$ cat src/rtl/prog_mem_loader.sv
// Host byte-stream loader for program memory; holds the core in reset while loading.
// Define PROG_LOADER_CHECKSUM_EN to add the trailing 8-bit checksum byte and check.
module prog_mem_loader #(
  parameter int unsigned PC_WIDTH      = 9,
  parameter int unsigned INST_WIDTH    = 12,
  parameter bit          HOLD_AT_RESET = 1'b1
) (
  input  logic                  i_clk,
  input  logic                  i_rst,
  input  logic                  i_in_valid,
  input  logic [7:0]            i_in_data,
  output logic                  o_in_ready,
  output logic                  o_mem_we,
  output logic [PC_WIDTH-1:0]   o_mem_addr,
  output logic [INST_WIDTH-1:0] o_mem_wdata,
  output logic                  o_core_hold,
  output logic                  o_busy,
  output logic                  o_err
);

  localparam logic [2:0] IDLE   = 3'd0;
  localparam logic [2:0] ADDR_H = 3'd1;
  localparam logic [2:0] ADDR_L = 3'd2;
  localparam logic [2:0] COUNT  = 3'd3;
  localparam logic [2:0] DATA_L = 3'd4;
  localparam logic [2:0] DATA_H = 3'd5;
  localparam logic [2:0] WRITE  = 3'd6;
`ifdef PROG_LOADER_CHECKSUM_EN
  localparam logic [2:0] CSUM   = 3'd7;
`endif

  localparam logic [7:0] CMD_LOAD    = 8'hA5;
  localparam logic [7:0] CMD_RELEASE = 8'h5A;

  logic [2:0]            r_state;
  logic [2:0]            w_state_next;
  logic [2:0]            w_after_last;
  logic [7:0]            r_addr_hi;
  logic [7:0]            r_data_lo;
  logic [PC_WIDTH-1:0]   r_next_addr;
  logic [PC_WIDTH-1:0]   r_mem_addr;
  logic [INST_WIDTH-1:0] r_mem_wdata;
  logic [8:0]            r_remain;
  logic                  r_core_hold;
  logic                  r_err;
  logic                  w_xfer;
  logic                  w_last;

  assign w_xfer = i_in_valid && o_in_ready;
  assign w_last = (r_remain == 9'd1);

`ifdef PROG_LOADER_CHECKSUM_EN
  logic [7:0] r_sum;
  logic [7:0] w_csum_total;

  assign w_after_last = CSUM;
  // Kept 8 bits wide so the zero test is modulo 256.
  assign w_csum_total = r_sum + i_in_data;

  always_ff @(posedge i_clk or posedge i_rst) begin
    if (i_rst) begin
      r_sum <= 8'd0;
    end else if (w_xfer) begin
      if (r_state == IDLE) begin
        r_sum <= 8'd0;
      end else if (r_state >= ADDR_H && r_state <= DATA_H) begin
        r_sum <= w_csum_total;
      end
    end
  end
`else
  assign w_after_last = IDLE;
`endif

  always_comb begin
    w_state_next = r_state;
    case (r_state)
      IDLE:   if (w_xfer && i_in_data == CMD_LOAD) w_state_next = ADDR_H;
      ADDR_H: if (w_xfer) w_state_next = ADDR_L;
      ADDR_L: if (w_xfer) w_state_next = COUNT;
      COUNT:  if (w_xfer) w_state_next = DATA_L;
      DATA_L: if (w_xfer) w_state_next = DATA_H;
      DATA_H: if (w_xfer) w_state_next = WRITE;
      WRITE:  w_state_next = w_last ? w_after_last : DATA_L;
`ifdef PROG_LOADER_CHECKSUM_EN
      CSUM:   if (w_xfer) w_state_next = IDLE;
`endif
      default: w_state_next = IDLE;
    endcase
  end

  always_ff @(posedge i_clk or posedge i_rst) begin
    if (i_rst) begin
      r_state     <= IDLE;
      r_addr_hi   <= 8'd0;
      r_data_lo   <= 8'd0;
      r_next_addr <= '0;
      r_mem_addr  <= '0;
      r_mem_wdata <= '0;
      r_remain    <= 9'd0;
      r_core_hold <= HOLD_AT_RESET;
      r_err       <= 1'b0;
    end else begin
      r_state <= w_state_next;
      if (w_xfer) begin
        case (r_state)
          IDLE: begin
            if (i_in_data == CMD_LOAD) begin
              r_err       <= 1'b0;
              r_core_hold <= 1'b1;
            end else if (i_in_data == CMD_RELEASE) begin
              r_core_hold <= 1'b0;
            end else begin
              r_err <= 1'b1;
            end
          end
          ADDR_H: r_addr_hi   <= i_in_data;
          ADDR_L: r_next_addr <= PC_WIDTH'({r_addr_hi, i_in_data});
          COUNT:  r_remain    <= (i_in_data == 8'd0) ? 9'd256 : {1'b0, i_in_data};
          DATA_L: r_data_lo   <= i_in_data;
          // Address/data registers change only here, so they hold between writes.
          DATA_H: begin
            r_mem_addr  <= r_next_addr;
            r_mem_wdata <= INST_WIDTH'({i_in_data, r_data_lo});
          end
`ifdef PROG_LOADER_CHECKSUM_EN
          CSUM:   if (w_csum_total != 8'd0) r_err <= 1'b1;
`endif
          default: ;
        endcase
      end
      if (r_state == WRITE) begin
        r_next_addr <= r_next_addr + PC_WIDTH'(1);
        r_remain    <= r_remain - 9'd1;
      end
    end
  end

  assign o_in_ready  = (r_state != WRITE);
  assign o_mem_we    = (r_state == WRITE);
  assign o_mem_addr  = r_mem_addr;
  assign o_mem_wdata = r_mem_wdata;
  assign o_core_hold = r_core_hold;
  assign o_busy      = (r_state != IDLE);
  assign o_err       = r_err;

endmodule

$ cat config.mk
export PLATFORM = sky130hd
export DESIGN_NAME = prog_mem_loader
export DESIGN_NICKNAME = d
export VERILOG_FILES = /design/src/rtl/prog_mem_loader.sv
export SDC_FILE = /design/constraint.sdc
export NUM_CORES = 1
export LEC_CHECK = 0
export CAP_MARGIN = 40
export CELL_PAD_IN_SITES_DETAIL_PLACEMENT = 2
export CELL_PAD_IN_SITES_GLOBAL_PLACEMENT = 2
export CORE_MARGIN = 2
export CORE_UTILIZATION = 38
export DETAILED_ROUTE_END_ITERATION = 16
export MAX_ROUTING_LAYER = met4
export PLACE_DENSITY_LB_ADDON = 0.1
export SLEW_MARGIN = 0
export SYNTH_ARGS = -nofsm -noshare
export SYNTH_HDL_FRONTEND = slang
export SYNTH_SLANG_ARGS = --single-unit
$ cat constraint.sdc
create_clock -name i_clk -period 2.85 [get_ports i_clk]
set_clock_uncertainty 0.2 [all_clocks]
set_input_delay 0.4275 -clock i_clk [delete_from_list [all_inputs] [get_ports i_clk]]
set_output_delay 0.4275 -clock i_clk [all_outputs]
set_load 0.02 [all_outputs]
## Yosys cells after proc, flatten, opt, wreduce, memory -nomap -nowiden

Cells that the tools add are included.

| word-level totals | value |
|---|---|
| flip-flop bits (word level) | 53 |
| output and inout port bits | 26 |

| operators by class | value |
|---|---|
| equal/unequal tests | 17 |
| reductions and logical operators | 17 |
| add/sub/neg operators | 2 |
| mux-type cells | 19 |

Operator list:

| cell | count |
|---|---|
| 9-bit two-way mux | 7 |
| 3-bit two-way mux | 7 |
| 3-bit one-hot mux with 7 select lines | 1 |
| 2-bit inequality test (second input constant) | 7 |
| 2-bit AND reduction | 5 |
| 9-bit by 1-bit adder with 9-bit output (second input constant) | 1 |
| 3-bit equality test (second input constant) | 3 |
| 9-bit by 1-bit equality test with 1-bit output (second input constant) | 1 |
| 9-bit by 1-bit subtractor with 9-bit output (second input constant) | 1 |
| 8-bit by 7-bit equality test with 1-bit output (second input constant) | 1 |
| 8-bit equality test (second input constant) | 1 |
| 8-bit zero test | 1 |
| 2-bit nonzero test | 4 |
| 3-bit by 2-bit equality test with 1-bit output (second input constant) | 2 |
| 3-bit AND reduction | 2 |
| 6-bit AND reduction | 1 |
| 1-bit two-way mux | 4 |
| 3-bit by 1-bit equality test with 1-bit output (second input constant) | 1 |
| 3-bit zero test | 1 |
| 3-bit inequality test (second input constant) | 1 |
| 3-bit nonzero test | 1 |
| 1-bit logical AND | 2 |

## Logic depth before layout (Yosys ltp)

| depth | value |
|---|---|
| depth in word-level cells | 5 |
| mapped depth | 8 |
| depth with buffers taken out | 5 |

## Worst setup path after synthesis

No wires, ideal clock.

| timing | value |
|---|---|
| path type | flip-flop to flip-flop |
| start | reg r_state[1] |
| end | reg r_data_lo[0] |
| stages on the path, launching flop included | 6 |
| required time | 2525 ps |
| slack | 1151 ps |
| buffers on the path | 2 |
| data arrival time | 1375 ps |
| clock period less this slack | 1699 ps |
| library setup time | 125 ps |
| path through | dfrtp_1 -> buf_4 -> nor2b_1 -> and3b_1 -> buf_2 -> mux2_2 |

| on the way | value |
|---|---|
| longest elaborated chain between the ends | 3 |
| elaborated cells on any way between the ends | 4 |
| those cells by class | 2 x eq/ne; 2 x reduce/logical |

Ends and longest elaborated chain:

| item | line | RTL |
|---|---|---|
| from (decl) | 35 | `logic [2:0] r_state;` |
| from (signal assigned) | 104 | `r_state <= w_state_next;` |
| 3-bit inequality test | 139 | `assign o_in_ready = (r_state != WRITE);` |
| 1-bit logical AND | 49 | `assign w_xfer = i_in_valid && o_in_ready;` |
| 2-bit AND reduction (no line) (*) | - |  |
| to (signal assigned) | 120 | `DATA_L: r_data_lo <= i_in_data;` |
| to (decl) | 39 | `logic [7:0] r_data_lo;` |

Mark *: on every way between the ends. The rest lies on a longest branch, timed or not.
A chain may end at the register's enable or synchronous reset.

## Worst setup path after layout

| timing | value |
|---|---|
| start | reg r_state[2] |
| end | out o_mem_we |

| on the way | value |
|---|---|
| longest elaborated chain between the ends | 1 |

Ends and longest elaborated chain:

| item | line | RTL |
|---|---|---|
| 3-bit equality test | 140 | `assign o_mem_we = (r_state == WRITE);` |
| to (decl) | 13 | `output logic o_mem_we,` |

No other way between the ends.

==> results.txt <==
----------------------------------------------------
[Floorplanning]
  Die height ... 85.5 um
  Die W ... 85.5 um
  Starting density of the core ... 0.395
  Number of cell rows ... 29
  Area of the die ... 0.00731 sq mm
  IO Pins ... 37
  Area of the core ... 0.00639 sq mm

[GRT]
  Pin count of the biggest net entering global routing ... 44
  All-Layer GR Usage ... 0.198
  Routing layer with the top usage in global route ... met2
  Antenna violations before repair ... 0
  Global Route met3 Usage ... 0.0269
  Met1 routing resource usage after global routing ... 0.260
  Met2 track utilization from global routing ... 0.328
  Leftover overflow at the end of global routing ... 0
  Via count of the first global-routing pass ... about 2100
  Wire length of the first global-routing pass ... 11.0 mm

[Synth]
  Number of synthesized register bits ... 53
  Share of synthesized registers carrying an async set or reset ... 1.00
  Number of enable-type register cells in the synthesized netlist ... 0
  Main flop type after synthesis ... sky130_fd_sc_hd__dfrtp_1
  Total nets after synthesis ... 236
  Proportion of synthesized chip area in sequential cells ... 0.526
  Unique masters post-synth ... 42
  Average footprint of a synthesized cell ... approximately 11 sq um
  Gate count of the mapped netlist ... 222
  Cell area after synthesis ... 0.00252 sq mm
  Yosys warnings ... 0

[CTS]
  # resized after CTS ... 0
  Number of buffers inserted during clock tree synthesis ... 5
  Hold-fix buffers at CTS ... 0
  Number of clock sinks ... 53
  Clock-pin slew of the registers on the worst-case setup and hold paths ... approximately 0.090 ns
  Insertion delay to the later sink of the worst-skew pair ... 0.30 ns
  Maximum buffer depth of the clock tree ... 2
  CTS root buf ... sky130_fd_sc_hd__clkbuf_8
  Post-CTS setup buffers ... 0
  TritonCTS clock tree ... done
  CTS HTree Levels ... 2

[Place]
  Placed cell areas ... 0.00296 sq mm
  Routability-driven placement congestion ratio ... 0.792
  Port Buffer Count ... 36
  Detailed placement HPWL ... 4.87 mm
  Count of placed standard cells including taps ... 328

[Timing]
  Upper clock frequency limit ... 390 MHz
  Setup Viol. Count Final ... 0
  Count of endpoints failing hold in the final timing report ... 0
  Worst-Margin Slew ... 0.513 ns
  Part of the cycle the worst path needs ... 0.900
  Post-layout minimum cycle time ... around 2.6 ns
  Slew Limit Fails ... 0
  Worst slew margin ... 0.655
  Sum Neg Setup Slack ... 0 ns
  Unrepaired setup endpoints after global routing ... false

[Drt]
  Remaining antenna violation count ... 0
  Iteration count of the initial detailed-routing pass ... 4
  Residual DRC ... 0
  Drt total wl ... around 6.7 mm
  Vias per cell ... 5.70
  Average routed wire per standard cell ... 19.8 um
  Initial drt markers ... 39
  Total via count after detailed routing ... 1916

[Worst hold path]
  Worst hold path class ... in -> async

[Finish]
  Post-layout instance count excluding filler cells ... 336
  Final instance area ... a little over 0.003 sq mm
  N_diodes ... 0
  Ratio of cells with drive above 1 in the final layout ... 0.197
  Count of nets after finishing ... 272
  Signed area change from the synthesized netlist to the final layout ... 20.3%

[Power]
  Pleak ... about 1.2 nW
  Total Power ... 3.36 mW
  Highest ir drop seen on vdd ... 537 uV
  P per Cell Area ... 1110 mW/mm^2

[Job]
  Maximum Capacitance Violations ... 0

[Critical path]
  Critical path data required time ... 2.22 ns
  CP startpoint kind ... register
  Type of element capturing the critical path ... output port
  Critical path fanouts, max ... 17
  Endpoint arrival time on the critical path ... around 1.9 ns
  Critical path start-end classification ... reg -> out

[Outcome]
  Run status ... completed

----------------------------------------------------
## worst max-delay path: stages, from the launching register on
cell                              delay [ns]
sky130_fd_sc_hd__dfrtp_1                0.61
sky130_fd_sc_hd__nand3b_4               0.26
sky130_fd_sc_hd__inv_2                  0.15
sky130_fd_sc_hd__clkdlybuf4s50_1        0.61
## routing by layer
metal / vias to the layer above / wire, um
met5: - / 0
met3: 7 / 141
li1: 884 / -
met4: 0 / 46
met2: 27 / 3380
met1: 998 / 3100
## cells in the final DEF, fill, tap and decap left out, drive strengths merged, types with 2 or more instances in the layout
cell and n:
nand3 9, nand2 15, a311oi 5, o21a 2
dfrtp 52, o21ai 15, nand3b 3, nor3 6
nand4 2, ha 3, buf 5, nor4 4
and4 3, a221o 3, a31oi 3, clkdlybuf4s50 36
and3 5, mux2 31, a21oi 9, o221a 2
nor2 12, clkbuf 8, a211oi 4, inv 9
## logic make-up (layout without fill, tap and decap cells)
kind of cell | Yosys count | after routing | synth area share
muxes | 31 | 31 | 0.138
DFF | 53 | 53 | 0.526
buffers and inverters | 21 | 58 | 0.0431
AOI/OAI and AO/OA | 50 | 50 | 0.134
and+or+nand+nor | 64 | 64 | 0.143
adders and majority gates | 3 | 3 | 0.0149
## cells in the mapped netlist, drive strengths merged (2+ instances only)
| library cell | instances | area share |
|---|---|---|
| a221o | 3 | 0.012 |
| dfrtp | 52 | 0.52 |
| o21a | 2 | 0.0059 |
| ha | 3 | 0.015 |
| a21oi | 9 | 0.018 |
| mux2 | 31 | 0.14 |
| o221a | 2 | 0.0089 |
| a311oi | 5 | 0.017 |
| and4 | 3 | 0.010 |
| nor2 | 12 | 0.018 |
| clkbuf | 2 | 0.0030 |
| nand4 | 2 | 0.0050 |
| a31oi | 3 | 0.0074 |
| nand3 | 9 | 0.018 |
| a211oi | 4 | 0.012 |
| o21ai | 15 | 0.031 |
| nor4 | 4 | 0.0099 |
| nand2 | 15 | 0.022 |
| buf | 10 | 0.027 |
| nand3b | 3 | 0.014 |
| nor3 | 6 | 0.012 |
| inv | 9 | 0.013 |
| and3 | 5 | 0.014 |
## state kept, by name, indices dropped and copies added (netlist names)
| register | count |
|---|---|
| o_mem_wdata | 12 |
| o_mem_addr | 9 |
| r_next_addr | 9 |
| r_remain | 9 |
| r_data_lo | 8 |
| r_state | 3 |
| o_core_hold | 1 |
| o_err | 1 |
| r_addr_hi | 1 |
## per-stage QoR
| stage | worst slack [ns] | hold WS (ns) | utilization |
|---|---|---|---|
| 4_1_cts | 0.246 | 0.169 | 0.475 |
| 6_report | 0.286 | 0.172 | 0.475 |
| 5_1_grt | 0.141 | 0.203 | 0.475 |
| 3_5_place_dp | 0.424 | 0.293 | 0.463 |
| 3_3_place_gp | 0.520 | 0.286 | 0.463 |
| 2_1_floorplan | 0.938 | 0.260 | - |
## final timing paths
kind	startpoint	endpoint	slack [ns]	depth (start not counted)
worst max register to register	r_state[2]	r_remain[7]	0.63	6
worst max-delay path	r_state[2]	o_mem_we	0.29	3
worst min register to register	o_core_hold	o_core_hold	0.31	2
worst min-delay path	i_rst	o_mem_wdata[2]	0.17	2
max in group asynchronous	i_rst	o_core_hold	1.71	3
min in group i_clk	o_core_hold	o_core_hold	0.31	2
## cell type report
| class | instances | area [sq um] |
|---|---|---|
| well taps | 77 | 96.3 |
| fillers | 651 | 3350 |
| flip-flops and latches | 53 | 1330 |
| repair buffers | 41 | 410 |
| clock buffers | 8 | 80.1 |
| multi-input cells | 148 | 1090 |
| inverters | 9 | 33.8 |
## power by group
part           internal, mW  switching (mW)  leakage [nW]
Sequential             1.11           0.335         0.610
Combinational         0.772           0.734         0.600
Clock                 0.175           0.234        0.0395
Total                  2.06            1.30          1.25
(Power assumes the default switching activity.)
